<file path="src/rtl/div_ctrl.sv">
// div_ctrl: 32-bit radix-2 restoring divider for DIV/DIVU with a start/ready
// handshake, pipeline annul and stall request.
// Optional feature macro: DIV_ZERO_FLAG_EN adds the div_zero_o flag output.
//
// state  | meaning
// FREE   | idle, waiting for start_i
// BYZERO | divisor was zero, result forced to 0 on the next edge
// ON     | iterating, one quotient bit per cycle (cnt 0..31)
// END    | result_o valid, held until start_i drops
module div_ctrl (
  input  logic        clk,
  input  logic        rst,
  input  logic        signed_div_i,
  input  logic [31:0] opdata1_i,
  input  logic [31:0] opdata2_i,
  input  logic        start_i,
  input  logic        annul_i,
  output logic [63:0] result_o,
  output logic        ready_o,
`ifdef DIV_ZERO_FLAG_EN
  output logic        div_zero_o,
`endif
  output logic        stallreq_o
);

  typedef enum logic [1:0] {FREE, BYZERO, ON, END} state_t;

  state_t      state;
  state_t      state_nxt;
  logic [5:0]  cnt;
  logic [64:0] work;
  logic [31:0] divisor;
  logic        sign_a;
  logic        sign_b;

  logic        go;
  logic        load_ops;
  logic        iterate;
  logic        finish;
  logic        zero_done;

  logic [31:0] abs_a;
  logic [31:0] abs_b;
  logic        trial_ge;
  logic [31:0] trial_diff;
  logic [64:0] work_nxt;
  logic [31:0] quot_raw;
  logic [31:0] rem_raw;
  logic [31:0] quot_fix;
  logic [31:0] rem_fix;

  assign go         = start_i & ~annul_i;
  assign stallreq_o = start_i & ~annul_i & ~ready_o;

  // Magnitudes of the operands; the signs are restored after the last step.
  assign abs_a = (signed_div_i && opdata1_i[31]) ? (~opdata1_i + 32'd1) : opdata1_i;
  assign abs_b = (signed_div_i && opdata2_i[31]) ? (~opdata2_i + 32'd1) : opdata2_i;

  // Working register layout: [64:33] partial remainder, [32:1] dividend bits
  // still to consume, low bits collect quotient bits. The trial compare uses
  // the full 33-bit shifted remainder so divisors above 2^31 are handled.
  assign trial_ge   = work[64:32] >= {1'b0, divisor};
  assign trial_diff = work[63:32] - divisor;
  assign work_nxt   = trial_ge ? {trial_diff, work[31:0], 1'b1}
                               : {work[63:0], 1'b0};

  assign quot_raw = work_nxt[31:0];
  assign rem_raw  = work_nxt[64:33];
  // 0x80000000 / -1 wraps back to 0x80000000 through this negation.
  assign quot_fix = (sign_a ^ sign_b) ? (~quot_raw + 32'd1) : quot_raw;
  assign rem_fix  = sign_a ? (~rem_raw + 32'd1) : rem_raw;

  // State register
  always_ff @(posedge clk) begin
    if (!rst) begin
      state <= FREE;
    end else begin
      state <= state_nxt;
    end
  end

  // Next-state decode and datapath strobes
  always_comb begin
    state_nxt = state;
    load_ops  = 1'b0;
    iterate   = 1'b0;
    finish    = 1'b0;
    zero_done = 1'b0;
    case (state)
      FREE: begin
        if (go) begin
          if (opdata2_i == 32'd0) begin
            state_nxt = BYZERO;
          end else begin
            state_nxt = ON;
            load_ops  = 1'b1;
          end
        end
      end
      BYZERO: begin
        if (annul_i) begin
          state_nxt = FREE;
        end else begin
          state_nxt = END;
          zero_done = 1'b1;
        end
      end
      ON: begin
        if (annul_i) begin
          state_nxt = FREE;
        end else begin
          iterate = 1'b1;
          if (cnt == 6'd31) begin
            state_nxt = END;
            finish    = 1'b1;
          end
        end
      end
      END: begin
        if (!start_i) begin
          state_nxt = FREE;
        end
      end
      default: state_nxt = FREE;
    endcase
  end

  // Operand latch, iteration, and result/ready registers
  always_ff @(posedge clk) begin
    if (!rst) begin
      cnt      <= 6'd0;
      work     <= 65'd0;
      divisor  <= 32'd0;
      sign_a   <= 1'b0;
      sign_b   <= 1'b0;
      result_o <= 64'd0;
      ready_o  <= 1'b0;
    end else begin
      // counter only moves while iterating, so it is 0 in every other state
      cnt <= (iterate && !finish) ? cnt + 6'd1 : 6'd0;
      if (load_ops) begin
        work    <= {32'd0, abs_a, 1'b0};
        divisor <= abs_b;
        sign_a  <= signed_div_i & opdata1_i[31];
        sign_b  <= signed_div_i & opdata2_i[31];
      end else if (iterate) begin
        work <= work_nxt;
      end
      if (finish) begin
        result_o <= {rem_fix, quot_fix};
        ready_o  <= 1'b1;
      end else if (zero_done) begin
        result_o <= 64'd0;
        ready_o  <= 1'b1;
      end else if (state == END && !start_i) begin
        ready_o  <= 1'b0;
      end
    end
  end

`ifdef DIV_ZERO_FLAG_EN
  // Flag is high only for an END that was reached through BYZERO
  always_ff @(posedge clk) begin
    if (!rst) begin
      div_zero_o <= 1'b0;
    end else begin
      div_zero_o <= zero_done | (div_zero_o & (state_nxt == END));
    end
  end
`endif

endmodule

</file>
<file path="config.mk">
export PLATFORM = sky130hd
export DESIGN_NAME = div_ctrl
export DESIGN_NICKNAME = d
export VERILOG_FILES = /design/src/rtl/div_ctrl.sv
export SDC_FILE = /design/constraint.sdc
export NUM_CORES = 1
export LEC_CHECK = 0
export BUFFER_PORTS_ARGS = -buffer_cell sky130_fd_sc_hd__clkbuf_2
export CAP_MARGIN = 20
export CORE_MARGIN = 2
export CORE_UTILIZATION = 36
export DETAILED_ROUTE_END_ITERATION = 6
export PLACE_DENSITY = 0.56
export SYNTH_ARGS = -nofsm -noshare
export SYNTH_HDL_FRONTEND = slang
export SYNTH_SLANG_ARGS = --single-unit
</file>
<file path="constraint.sdc">
create_clock -name clk -period 5.7 [get_ports clk]
set_input_delay 1.14 -clock clk [delete_from_list [all_inputs] [get_ports clk]]
set_output_delay 1.14 -clock clk [all_outputs]
set_load 0.01 [all_outputs]
</file>
==> metrics.md <==
| Metric | Value |
|---|---|
| Multi-input gate area | `7570 um^2` |
| Worst path required time | `5.99 ns` |
| Worst skew pair latency | `0.45 ns` |
| Via density | `5.494` |
| Die footprint | `33,700 um^2` |
| Final core occ | `41.60%` |
| Mapped Area | `11,610 um^2` |
| Async SR Flop Fraction | `0%` |
| Area Overhead vs Synth | `13.38%` |
| Fin Hold WS | `0.4477 ns` |
| Cells after Synth | `1,570` |
| Post-CTS Setup Inserts | `0` |
| Clock Path Buffers | `2` |
| First-pass GRT wire length | `58,230 um` |
| Die W | `183.6 um` |
| Slowest CP cell | `a2111oi_2` |
| YS warnings | `0` |
| Final Setup Violations | `0` |
| Crit. path cell count | `16` |
| I/O Buffers | `134` |
| Core area | `31,640 um^2` |
| Sequential power share | `19.8%` |
| Critical path's largest stage delay | `0.49 ns` |
| Largest net degree at the start of global routing | `90` |
| Starting Density | `36.69%` |
| VDD IR-drop max | `0.3760 mV` |
| Sw Ratio | `52.18%` |
| Minimum clock period | `4.620 ns` |
| Share of cells above drive strength 1 | `12.24%` |
| Clock Skew | `0.01665 ns` |
| Initial antenna violation count | `0` |
| Reg2Reg Setup Slack | `1.08 ns` |
| GRT Total Usage | `21.92%` |
| Vias in the first global route | `10,590` |
| HPWL Detailed | `28,470 um` |
| Slew @ Worst Pin | `1.062 ns` |
| Clock Power Share | `15.1%` |
| Top_reg_cell synth | `dfxtp_1` |
| Buf/Inv on CP | `1` |
| PwrDens | `590.4 nW/um^2` |
| Overflow after GRT | `0` |
| Layout net count | `1,758` |
| Synth Register Bits | `172` |
| Reg clk slew, reported paths | `0.07 ns` |
| Endpoints failing hold | `0` |
| Global placer's final weighted congestion | `0.9244` |
| Iter 0 DRT Violations | `950` |
| Fmax | `216.4 MHz` |
| Leakage | `5.485 nW` |
| Hold buffers post-CTS | `0` |
| Most common cell after layout, fill and taps aside | `nand2_1` |
| Register area | `3443 um^2` |
| I/O Pins | `135` |
| RSZ-0062 raised after global routing | `no` |
| Comb pwr share | `65.0%` |
| # fillers | `3,293` |
| Final WL | `36,810 um` |
| Worst slew margin | `28.97%` |
| Worst Setup Path Type | `reg2reg` |
| Reg2Reg Depth | `16` |
| TNS Setup | `0 ns` |
| Total CTS buffers | `17` |
| CP Data Arrival Time | `4.92 ns` |
| H-tree depth | `4` |
| EDFF count, synth | `0` |
| Post-CTS sizing | `0` |
| Register area share after synthesis | `29.66%` |
| CP Launch Type | `flip-flop` |
| Crit path max fanout | `15` |
| Die height | `183.6 um` |
| Endpoint type of the worst setup path | `flip-flop` |
| Internal | `3.715 mW` |
| Max Slew Vio Count | `0` |
| Max-Cap Viols | `0` |
| Avg Inst Size Synth | `7.394 um^2` |
| Synthesized Nets | `1,682` |
| WL/cell | `17.86 um` |
| Crit share post-route | `81.06%` |
| N_diodes | `0` |
| Sw Pwr | `4.055 mW` |
| Commonest non-fill, non-tap cells in the layout | `238 x nand2_1, 172 x dfxtp_1, 171 x nor2_1` |
| Placed Instances | `2,028` |
| HP Class | `reg2reg` |
| Layout Cells excl Fill | `2,061` |
| Root Buffer | `clkbuf_16` |
| CTS tree | `built` |
| Post-route ant nets | `0` |
| DR pass1 iterations | `5` |
| Distinct cells, synth | `75` |
| Status | `completed` |
| Rows | `65` |
| Min-Delay Path Depth | `2` |
| Via count | `11,320` |
| Crit-path cells | `ha_1, nand3_1, o21bai_1, a2111oi_2, o31ai_1, nand2_4, mux2i_1, ha_1, and3_1, nand4_1, o31ai_1, buf_4, nand3_2, o41ai_1, xnor2_1, o21ai_1` |
| # clock sinks | `172` |
| Top delay family on crit path | `compound AO/OA/AOI/OAI gates` |
| # DRC | `0` |
[stage by stage]
| stage | setup slack (ns) | instance area [um^2] | power [mW] |
|---|---|---|---|
| final | 1.080 | 13160 | 7.770 |
| after global routing | 0.7287 | 13160 | 8.395 |
| after CTS | 1.086 | 13130 | 7.760 |
| after detailed placement | 1.112 | 12550 | 6.564 |
| after global placement | 1.185 | 12550 | 6.535 |
| after floorplan | 1.267 | 11610 | 5.236 |
[cells by family after synthesis]
family          Yosys count  synth area share [%]
flops                   172                 29.66
buf+inv                 157                 5.270
fa+ha+maj                43                 4.699
compound gates          403                 22.93
simple gates            631                 24.84
xor+xnor                145                 10.94
mux                      19                 1.660
[sequential cells by signal, summed over array words and instances, names as in the netlist]
register / count
cnt: 6
divisor: 32
ready_o: 1
result_o: 64
sign_a: 1
sign_b: 1
state: 2
work: 65
[path summary, 6_finish.rpt]
path / from / to
hold reg to reg: result_o[61]$_SDFFE_PN0P_ / result_o[61]$_SDFFE_PN0P_
setup / recovery: work[35]$_SDFFE_PP0P_ / result_o[62]$_SDFFE_PN0P_
setup reg to reg: work[35]$_SDFFE_PP0P_ / result_o[62]$_SDFFE_PN0P_
hold / removal: result_o[61]$_SDFFE_PN0P_ / result_o[61]$_SDFFE_PN0P_
[synth_stat cells (3+ instances only)]
master / n / area, um^2
xor2_1: 68 / 595.6
a22oi_1: 35 / 262.8
dfxtp_1: 172 / 3443
or4_1: 8 / 60.06
o21bai_1: 3 / 22.52
a21oi_1: 92 / 460.4
a211oi_1: 56 / 420.4
o41ai_1: 9 / 78.83
ha_1: 42 / 525.5
mux2i_1: 17 / 170.2
o31ai_1: 14 / 105.1
nand2b_1: 15 / 93.84
o221ai_1: 3 / 26.28
nor2_1: 171 / 641.9
nand2_1: 238 / 893.4
a41oi_1: 4 / 35.03
a21o_1: 11 / 82.58
or3_1: 9 / 56.30
nor2b_1: 4 / 25.02
o21ai_1: 6 / 30.03
xnor2_1: 77 / 674.4
o21a_1: 7 / 52.55
o311ai_0: 4 / 35.03
a311oi_1: 3 / 26.28
and3_1: 41 / 256.5
o21ai_0: 90 / 450.4
inv_1: 63 / 236.5
nor3b_1: 3 / 22.52
a31oi_1: 11 / 68.82
nand4_1: 15 / 93.84
a221oi_1: 4 / 35.03
o211ai_1: 13 / 97.59
buf_1: 3 / 11.26
nand3b_1: 6 / 45.04
nand3_1: 46 / 230.2
o211a_1: 7 / 70.07
nor3_1: 33 / 165.2
and2_1: 12 / 75.07
buf_2: 15 / 75.07
nor4_1: 19 / 118.9
a21boi_0: 8 / 60.06
clkbuf_1: 73 / 274.0
[worst register-to-register path: cells and delay by family (launching register included)]
family          cells  cell delay, ns
compound gates      6            1.59
simple gates        5            0.91
fa+ha+maj           2            0.77
mux                 1            0.44
flops               1            0.39
buf+inv             1            0.20
xor+xnor            1            0.17
[power groups by stage]
| stage | combinational, mW | clock, mW | sequential [mW] |
|---|---|---|---|
| detailed placement | 5.00 | 0 | 1.57 |
| finish | 5.05 | 1.17 | 1.54 |
| global placement | 4.97 | 0 | 1.56 |
| CTS | 5.02 | 1.20 | 1.54 |
| global route | 5.58 | 1.25 | 1.56 |
| floorplan | 3.74 | 0 | 1.50 |
[routing by layer]
metal / vias up / share of wire (%) / global-route usage [%]
met5: - / 0 / 0
met4: 0 / 2.6 / 6.816
met3: 46 / 4.5 / 3.526
met2: 292 / 45 / 35.31
met1: 5279 / 48 / 29.98
li1: 5706 / - / -
[final cells by class]
cell class / count / area share (%)
clock buffers: 18 / 3.337
inverters: 65 / 1.873
flip-flops and latches: 172 / 26.16
clock inverters: 14 / 1.093
multi-input cells: 1241 / 57.51
well taps: 402 / 3.822
repair buffers: 149 / 6.198
Note: power is estimated with default switching activity, not from simulation.
